## config.mk

```make
export PLATFORM = sky130hd
export DESIGN_NAME = fp32_mult_arbiter
export DESIGN_NICKNAME = d
export VERILOG_FILES = /design/src/rtl/fp32_mult_arbiter.sv
export SDC_FILE = /design/constraint.sdc
export NUM_CORES = 1
export LEC_CHECK = 0
export CAP_MARGIN = 10
export CORE_AREA = 2 2 167 169
export DETAILED_ROUTE_END_ITERATION = 7
export DIE_AREA = 0 0 169 171
export MAX_ROUTING_LAYER = met4
export SKIP_CTS_REPAIR_TIMING = 1
export SLEW_MARGIN = 20
export SYNTH_ARGS = -nofsm -noshare
export SYNTH_HDL_FRONTEND = slang
export SYNTH_SLANG_ARGS = --single-unit
```

## constraint.sdc

```tcl
create_clock -name clk -period 4.05 [get_ports clk]
set_clock_uncertainty 0.1 [all_clocks]
set_input_delay 0.81 -clock clk [delete_from_list [all_inputs] [get_ports clk]]
set_output_delay 0.81 -clock clk [all_outputs]
set_load 0.01 [all_outputs]
```

## src/rtl/fp32_mult_arbiter.sv

```systemverilog
// Round-robin front end for a shared FP32 multiplier.
// Grants one requester per cycle, registers its operands into the multiplier,
// carries the requester ID down a tag pipe matched to the multiplier latency,
// and returns product/flags to the owner on a one-hot response strobe.
module fp32_mult_arbiter #(
  parameter int unsigned NREQ     = 4,
  parameter int unsigned MULT_LAT = 0
) (
  input  logic                 clk,
  input  logic                 rst,
  input  logic [NREQ-1:0]      req_valid_i,
  output logic [NREQ-1:0]      req_ready_o,
  input  logic [NREQ*32-1:0]   req_a_i,
  input  logic [NREQ*32-1:0]   req_b_i,
  input  logic                 hold_i,
  input  logic                 flush_i,
  output logic [31:0]          mult_a_o,
  output logic [31:0]          mult_b_o,
  input  logic [31:0]          mult_result_i,
  input  logic [4:0]           mult_flags_i,
  output logic [NREQ-1:0]      resp_valid_o,
  output logic [31:0]          resp_result_o,
  output logic [4:0]           resp_flags_o,
  output logic                 busy_o,
  output logic [15:0]          issue_count_o
);

  localparam int unsigned IDW    = $clog2(NREQ);
  localparam int unsigned STAGES = MULT_LAT + 1;
  localparam int unsigned DW     = 32;
  localparam int unsigned FW     = 5;
  localparam int unsigned CW     = 16;

  logic [IDW-1:0]             ptr_q, ptr_d;
  logic [DW-1:0]              mult_a_q, mult_a_d;
  logic [DW-1:0]              mult_b_q, mult_b_d;
  logic [CW-1:0]              cnt_q, cnt_d;
  logic [STAGES-1:0]          tag_vld_q, tag_vld_d;
  logic [STAGES-1:0][IDW-1:0] tag_id_q, tag_id_d;
  logic [NREQ-1:0]            resp_valid_q, resp_valid_d;
  logic [DW-1:0]              resp_result_q, resp_result_d;
  logic [FW-1:0]              resp_flags_q, resp_flags_d;

  logic                       grant_found;
  logic                       grant_en;
  logic [IDW-1:0]             grant_id;
  int unsigned                idx;

  // Round-robin search starting at ptr; grant is suppressed by hold, flush or reset.
  always_comb begin
    grant_found = 1'b0;
    grant_id    = '0;
    idx         = 0;
    for (int unsigned k = 0; k < NREQ; k++) begin
      idx = (32'(ptr_q) + k) % NREQ;
      if (!grant_found && req_valid_i[IDW'(idx)]) begin
        grant_found = 1'b1;
        grant_id    = IDW'(idx);
      end
    end
    grant_en    = grant_found && !hold_i && !flush_i && !rst;
    req_ready_o = grant_en ? (NREQ'(1) << grant_id) : '0;
  end

  // Next-state: operand capture, pointer advance, tag shift and response capture.
  always_comb begin
    ptr_d         = ptr_q;
    mult_a_d      = mult_a_q;
    mult_b_d      = mult_b_q;
    cnt_d         = cnt_q;
    tag_vld_d     = '0;
    tag_id_d      = tag_id_q;
    resp_valid_d  = '0;
    resp_result_d = resp_result_q;
    resp_flags_d  = resp_flags_q;

    if (grant_en) begin
      mult_a_d = req_a_i[32'(grant_id)*DW +: DW];
      mult_b_d = req_b_i[32'(grant_id)*DW +: DW];
      ptr_d    = (32'(grant_id) == NREQ - 1) ? '0 : grant_id + IDW'(1);
      cnt_d    = cnt_q + CW'(1);
    end

    // Flush leaves the tag pipe and response strobe all-invalid.
    if (!flush_i) begin
      tag_vld_d[0] = grant_en;
      tag_id_d[0]  = grant_id;
      for (int unsigned s = 1; s < STAGES; s++) begin
        tag_vld_d[s] = tag_vld_q[s-1];
        tag_id_d[s]  = tag_id_q[s-1];
      end
      if (tag_vld_q[STAGES-1]) begin
        resp_valid_d  = NREQ'(1) << tag_id_q[STAGES-1];
        resp_result_d = mult_result_i;
        resp_flags_d  = mult_flags_i;
      end
    end
  end

  // State registers with asynchronous reset.
  always_ff @(posedge clk or posedge rst) begin
    if (rst) begin
      ptr_q         <= '0;
      mult_a_q      <= '0;
      mult_b_q      <= '0;
      cnt_q         <= '0;
      tag_vld_q     <= '0;
      tag_id_q      <= '0;
      resp_valid_q  <= '0;
      resp_result_q <= '0;
      resp_flags_q  <= '0;
    end else begin
      ptr_q         <= ptr_d;
      mult_a_q      <= mult_a_d;
      mult_b_q      <= mult_b_d;
      cnt_q         <= cnt_d;
      tag_vld_q     <= tag_vld_d;
      tag_id_q      <= tag_id_d;
      resp_valid_q  <= resp_valid_d;
      resp_result_q <= resp_result_d;
      resp_flags_q  <= resp_flags_d;
    end
  end

  assign mult_a_o      = mult_a_q;
  assign mult_b_o      = mult_b_q;
  assign issue_count_o = cnt_q;
  assign resp_valid_o  = resp_valid_q;
  assign resp_result_o = resp_result_q;
  assign resp_flags_o  = resp_flags_q;
  assign busy_o        = (|tag_vld_q) | (|resp_valid_q);

endmodule
```

### After elaboration in Yosys (flattened, before gate mapping)

Index checks and enable logic that the tools add are counted.
W data, S select, Z words.

| word-level totals | value |
|---|---|
| register bits | 126 |
| RAM bits | 0 |
| input port bits | 301 |
| bits in read-only memories | 0 |
| memories | 0 |
| latch bits | 0 |

| operators by class | value |
|---|---|
| add/subtract/negate cells | 5 |
| muxes and demuxes | 21 |
| shifts and indexed selects | 4 |
| order comparisons | 4 |
| eq/ne operators | 1 |
| reduce and logical (&&, ||, !) cells | 14 |
| multiply operators | 0 |
| div/mod/pow operators | 0 |
| bitwise logic cells | 2 |

Operators by type and width:

| kind | number |
|---|---|
| $shiftx A128 B8 Y32 | 2 |
| $add A16 B1 Y16 const B | 1 |
| $lt A2 B3 Y1 const B | 4 |
| $mux W4 | 3 |
| $mux W2 | 5 |
| $mux W1 | 9 |
| $bmux W1 S2 | 4 |
| $shl A1 B2 Y4 const A | 2 |
| $logic_and A1 B1 Y1 | 6 |
| $logic_not A1 Y1 | 6 |
| $add A2 B1 Y2 const B | 2 |
| $add A2 B2 Y2 const B | 2 |
| $reduce_or A4 Y1 | 1 |
| $eq A2 B2 Y1 const B | 1 |
| $reduce_and A2 Y1 | 1 |
| $not A1 Y1 | 1 |
| $or A1 B1 Y1 | 1 |

### Logic depth before layout (Yosys ltp)

Gate-level depths: netlist of the first run.

| depth | value |
|---|---|
| depth in word-level cells | 16 |
| gate-level depth with buffers | 8 |
| depth with buffers taken out | 5 |

### Worst setup path after synthesis of the first run

Ideal clock, no wire load.

| timing | value |
|---|---|
| kind | in2out |
| from | input req_valid_i[2] |
| to | output req_ready_o[0] |
| stages on the path | 7 |
| path slack | 0.989 ns |
| arrival time | 2.151 ns |
| path buffers | 3 |
| required time | 3.140 ns |
| cells stage by stage | buf_2 or4_1 nand2_2 inv_2 buf_2 buf_2 and2_1 |

| on the way | value |
|---|---|
| word-level cells in the longest chain between the ends | 16 |
| elaborated cells on any way between the ends | 27 |

RTL lines:

| what | line | RTL |
|---|---|---|
| from (decl) | 11 | `input logic [NREQ-1:0] req_valid_i,` |
| $bmux W1 S2 | 56 | `if (!grant_found && req_valid_i[IDW'(idx)]) begin` |
| $mux W1 (implied by the code) | 56 |  |
| $mux W1 | 56 |  |
| $logic_not A1 Y1 | 56 |  |
| $logic_and A1 B1 Y1 | 56 |  |
| $mux W1 | 56 |  |
| $logic_not A1 Y1 | 56 |  |
| $logic_and A1 B1 Y1 | 56 |  |
| $mux W1 | 56 |  |
| $logic_not A1 Y1 | 56 |  |
| $logic_and A1 B1 Y1 | 56 |  |
| $mux W1 | 56 |  |
| $logic_and A1 B1 Y1 (3 in a row) | 61 | `grant_en = grant_found && !hold_i && !flush_i && !rst;` |
| $mux W4 * | 62 | `req_ready_o = grant_en ? (NREQ'(1) << grant_id) : '0;` |
| to (decl) | 12 | `output logic [NREQ-1:0] req_ready_o,` |

Mark *: on every way between the ends. The rest lies on a longest branch, timed or not. The select of a mux whose other input is x is not followed.

### Worst setup path in the final report of the first run

| timing | value |
|---|---|
| from | input req_valid_i[3] |
| to | output req_ready_o[2] |

The elaborated chain is that of the path after synthesis.

==> flow_summary.ini, run 1 <==
[status]
status = completed

[worst_setup_path]
crit_top_cell = clkdlybuf4s50_1
start_kind = input port
crit_start = req_valid_i[3]
timing.critical_path.slowest_cell_delay_ns = 0.54
crit_required_ns = 3.14
endpoint_kind = output port
reg2reg_slack_ns = 1.52
critPathSlowestCell = clkdlybuf4s50_1
crit_arrival_ns = 2.79
crit_fanout = 8
r2r-start = ptr_q[1]
crit_chain = clkdlybuf4s50_1 > buf_4 > nor2_1 > a21oi_1 > o31ai_2 > and2_1 > clkdlybuf4s50_1
criticalPathCategory = in -> out

[yosys]
ys_top_cells_by_area = dfrtp_1, a221o_1, o22a_1
yosys.area.top_type = dfrtp_1
ys_warn_count = 0
synth_cell_type_count = 42
ys_ff_latch = 126
avgSynthCellArea_um2 = 10.1
syn-cell-area_um2 = 6600
synthFlopType = dfrtp_1
syn-instance-count = 652
synth_seq_area_share_pct = 47.7
async_flop_share_pct = 100
synth_edf_count = 0
syn_nets = 954
synth_top_area_share_pct = 47.7

[grt]
grt_max_degree = 74
antenna_found_initial = 2
overflow = 0
grt_util_all_layers_pct = 19.8
grt_pass1_wl_um = 42500
grt_pass1_vias = 7196

[clock_network]
clk_latency_ns = 0.41
cts_max_level = 4
path_clk_slew_ns = 0.07
tritoncts = built
numClockSinks = 126
cts-buffers-inserted = 17
root_buffer = clkbuf_16
clockBufferDepth = 2

[drt]
post-route-drc-count = 0
vias_per_cell = 5.06
drt_pre_antenna_iters = 5
wire_per_inst_um = 20.3
antenna_left = 0
wl_um = 28600
dr_total_vias = 7128
initialDrtViolationCount = 384

[sta]
fmax_ghz = 0.270
rsz0062_at_grt = false
fin_crit_sh_pct = 91.4
max_slew.worst_pin.slew_ns = 1.01
whs_ns = 0.373
maxSlewViolCount = 0
setup_viol = 0
period_minus_slack_ns = 3.70
setup_tns_ns = 0
max_slew_margin_pct = 32.7
final-hold-violation-count = 0

[hold_path]
hold_path.class = reg -> reg
worstHoldStart = issue_count_o[15]

[floorplan]
initial_core_util_pct = 24.2
fp.dieH_um = 171
core_um2 = 27300
die_x_um = 169
ios = 427
fp-row-count = 61
die-area_um2 = 28900

[layout]
area_growth_pct = 78.6
final_util_pct = 43.2
num-fill-cells = 2704
drive_above_1_share_pct = 10.1
stdcell_count = 1409
layout_commonest_cell = clkdlybuf4s50_1
final_cell_mix = clkdlybuf4s50_1, dfrtp_1, nand3_1
final_nets = 1350

[pwr]
total_power_mw = 5.23
pwr_density_cell_nw_per_um2 = 443
p_leak_nw = 4.53
peakVddDrop_mv = 0.207

[placement]
portBuffers = 426
hpwl_um = 20700
gp_congestion = 0.795
dpl.cell_count = 1375

[job]
cap_violations = 0
[cells by family (layout without fill, tap and decap cells)]
kind of cell | after synthesis | in the layout | share of synthesized area (%)
AOI/OAI and AO/OA | 245 | 245 | 26.7
and+or+nand+nor | 151 | 151 | 11.7
DFF | 126 | 126 | 47.7
buffers and inverters | 76 | 485 | 5.23
muxes | 38 | 38 | 6.46
xor gates and xnor gates | 15 | 15 | 1.99
adders and majority gates | 1 | 1 | 0.189
other | 0 | 2 | 0
[power breakdown]
part | leakage [nW] | switching [mW] | internal [mW]
sequential | 1.49 | 0.192 | 1.55
combinational | 2.77 | 0.873 | 1.09
clock | 0.269 | 0.701 | 0.818
[worst paths after layout]
check	to	depth (start not counted)
hold / removal	issue_count_o[15]	1
hold reg to reg	issue_count_o[15]	1
setup / recovery	req_ready_o[2]	7
setup reg to reg	mult_a_o[24]	6
min in group asynchronous	resp_result_o[0]	2
max in group asynchronous	mult_b_o[1]	3
[flip-flops by register name, indices dropped and copies added, names as in the netlist]
register / count
mult_a_o: 32
mult_b_o: 32
resp_result_o: 32
issue_count_o: 16
resp_flags_o: 5
resp_valid_o: 4
ptr_q: 2
tag_id_q: 2
tag_vld_q: 1
[layout make-up]
type	instances	area (um^2)	area share (%)
diodes	2	5.00	0.0424
well taps	346	433	3.67
flip-flops and latches	126	3150	26.7
clock inverters	15	141	1.20
inverters	4	18.8	0.159
repair buffers	449	4470	37.9
multi-input cells	450	3140	26.6
clock buffers	17	425	3.61
[critical path: cells and delay by family]
family          cells  cell delay [ns]
compound gates      2             0.46
buf+inv             3             1.17
simple gates        2             0.35
[cell usage after synthesis, types with 17 or more instances]
| library cell | count |
|---|---|
| nor2_1 | 26 |
| o21ai_0 | 55 |
| clkbuf_1 | 36 |
| a221o_1 | 48 |
| buf_2 | 20 |
| a31oi_1 | 17 |
| mux2_2 | 37 |
| dfrtp_1 | 126 |
| o22a_1 | 49 |
| nand3_1 | 70 |
| nand4_1 | 20 |
| a21oi_1 | 52 |
[through the flow]
stage / cell area (um^2) / setup slack (ns)
after floorplan: 6610 / 0.989
after global placement: 11200 / 0.317
after detailed placement: 11200 / 0.317
after CTS: 11800 / 0.316
after global routing: 11800 / 0.257
final: 11800 / 0.350
[metal layers]
layer | vias up | global-route usage (%) | wire [um] | part of all wire (%)
met3 | 27 | 4.93 | 2040 | 7.1
met1 | 3455 | 23.3 | 11900 | 42
met4 | 0 | 5.72 | 471 | 1.6
met5 | - | - | 0 | 0
li1 | 3317 | - | - | -
met2 | 329 | 33.6 | 14100 | 50
Power figures use the tool's default switching activity.
==> inputs of run 2 (changes only) <==
CORE_AREA = 10 10 157 159   (was 2 2 167 169)
DIE_AREA = 0 0 167 169   (was 0 0 169 171)
PLACE_DENSITY = 0.73   (was default)
SLEW_MARGIN = default   (was 20)
==> flow_summary.ini, run 2 (synthesis gave the netlist of run 1 again) <==
[drt]
initialDrtViolationCount = 490
wl_um = 31300
post-route-drc-count = 0
dr_total_vias = 7201
antenna_left = 0
drt_pre_antenna_iters = 5
wire_per_inst_um = 23.3
vias_per_cell = 5.36

[pwr]
peakVddDrop_mv = 0.227
pwr_density_cell_nw_per_um2 = 444
total_power_mw = 5.22
p_leak_nw = 4.54

[layout]
final_nets = 1349
num-fill-cells = 1951
area_growth_pct = 77.7
final_cell_mix = clkdlybuf4s50_1, dfrtp_1, nand3_1
drive_above_1_share_pct = 10.0
layout_commonest_cell = clkdlybuf4s50_1

[worst_setup_path]
critPathSlowestCell = clkdlybuf4s50_1
endpoint_kind = output port
cpLargestDelayFamily = buffers and inverters
crit_fanout = 10
crit_required_ns = 3.14
crit_chain = clkdlybuf4s50_1 > nor3_1 > buf_4 > nand2_2 > inv_2 > and2_1 > clkdlybuf4s50_1
r2r-start = ptr_q[1]
reg2reg_slack_ns = 1.58
crit_arrival_ns = 2.73
worstRegToRegCells = 5
timing.critical_path.slowest_cell_delay_ns = 0.60
start_kind = input port
rr_endpoint = mult_b_o[17]
path_buf_inv = 4
crit_top_cell = clkdlybuf4s50_1
path_depth = 7
criticalPathCategory = in -> out

[floorplan]
die-area_um2 = 28200
fp.dieH_um = 169
core_um2 = 21600
initial_core_util_pct = 30.6
fp-row-count = 54
ios = 427
die_x_um = 167

[hold_path]
hold_path.class = reg -> reg
hold_depth = 1
worstHoldStart = issue_count_o[15]
min_to = issue_count_o[15]

[placement]
hpwl_um = 23900
portBuffers = 426
gp_congestion = 0.899

[clock_network]
root_buffer = clkbuf_16
cts_max_level = 4
tritoncts = built
path_clk_slew_ns = 0.06
clockBufferDepth = 2
numClockSinks = 126
clk_latency_ns = 0.41
cts-buffers-inserted = 17

[status]
status = completed

[sta]
fmax_ghz = 0.275
maxSlewViolCount = 0
period_minus_slack_ns = 3.64
max_slew.worst_pin.slew_ns = 0.801
max_slew_margin_pct = 46.6
setup_viol = 0
final-hold-violation-count = 0
whs_ns = 0.369
fin_crit_sh_pct = 89.9
setup_tns_ns = 0
rsz0062_at_grt = false

[grt]
overflow = 0
grt_pass1_wl_um = 47700
antenna_found_initial = 3
grt_pass1_vias = 7694
grt_max_degree = 127
grt_util_all_layers_pct = 22.0

[job]
cap_violations = 0
==> run 2: cell type report <==
cell class	count	area [um^2]	area share [%]
Timing Repair Buffer	448	4490	38.3
Tap cell	280	350	2.99
Sequential cell	126	3150	26.9
Inverter	4	18.8	0.160
Clock buffer	17	425	3.63
Clock inverter	15	144	1.23
Multi-Input combinational cell	450	3140	26.8
Antenna cell	3	7.51	0.0640
==> run 2: worst max path at each step <==
| stage | end | start | slack [ns] |
|---|---|---|---|
| floorplan | req_ready_o[0] | req_valid_i[2] | 0.99 |
| global placement | req_ready_o[0] | flush_i | 0.41 |
| detailed placement | req_ready_o[0] | flush_i | 0.39 |
| CTS | req_ready_o[0] | flush_i | 0.38 |
| global route | req_ready_o[3] | flush_i | 0.29 |
| finish | req_ready_o[3] | flush_i | 0.41 |
==> run 2: per-stage QoR <==
step                      worst slack, ns  cell area, um^2  std cells  util [%]
after floorplan                     0.989             6610        652         -
after CTS                           0.379            11700       1340      54.4
final                               0.410            11700       1343      54.4
after detailed placement            0.391            11200       1308      51.8
after global placement              0.408            11200       1308      51.8
after global routing                0.286            11700       1343      54.4
==> run 2: power by group <==
| part | switching [mW] | internal, mW |
|---|---|---|
| logic | 0.895 | 1.10 |
| registers | 0.197 | 1.55 |
| clock network | 0.661 | 0.815 |
==> run 2: worst reg2reg max path, stage by stage (launching register included) <==
cell	delay, ns
dfrtp_1	0.51
a21boi_0	0.44
o22a_2	0.59
nand2_2	0.37
nand3_1	0.22
a31oi_1	0.10
==> run 2: per-layer routing <==
metal  track usage, %  up-vias  wire length [um]
met5                -        -                 0
met4             6.49        0               565
met3             6.67       38              2580
met2             36.7      373             15800
met1             25.2     3473             12400
li1                 -     3317                 -
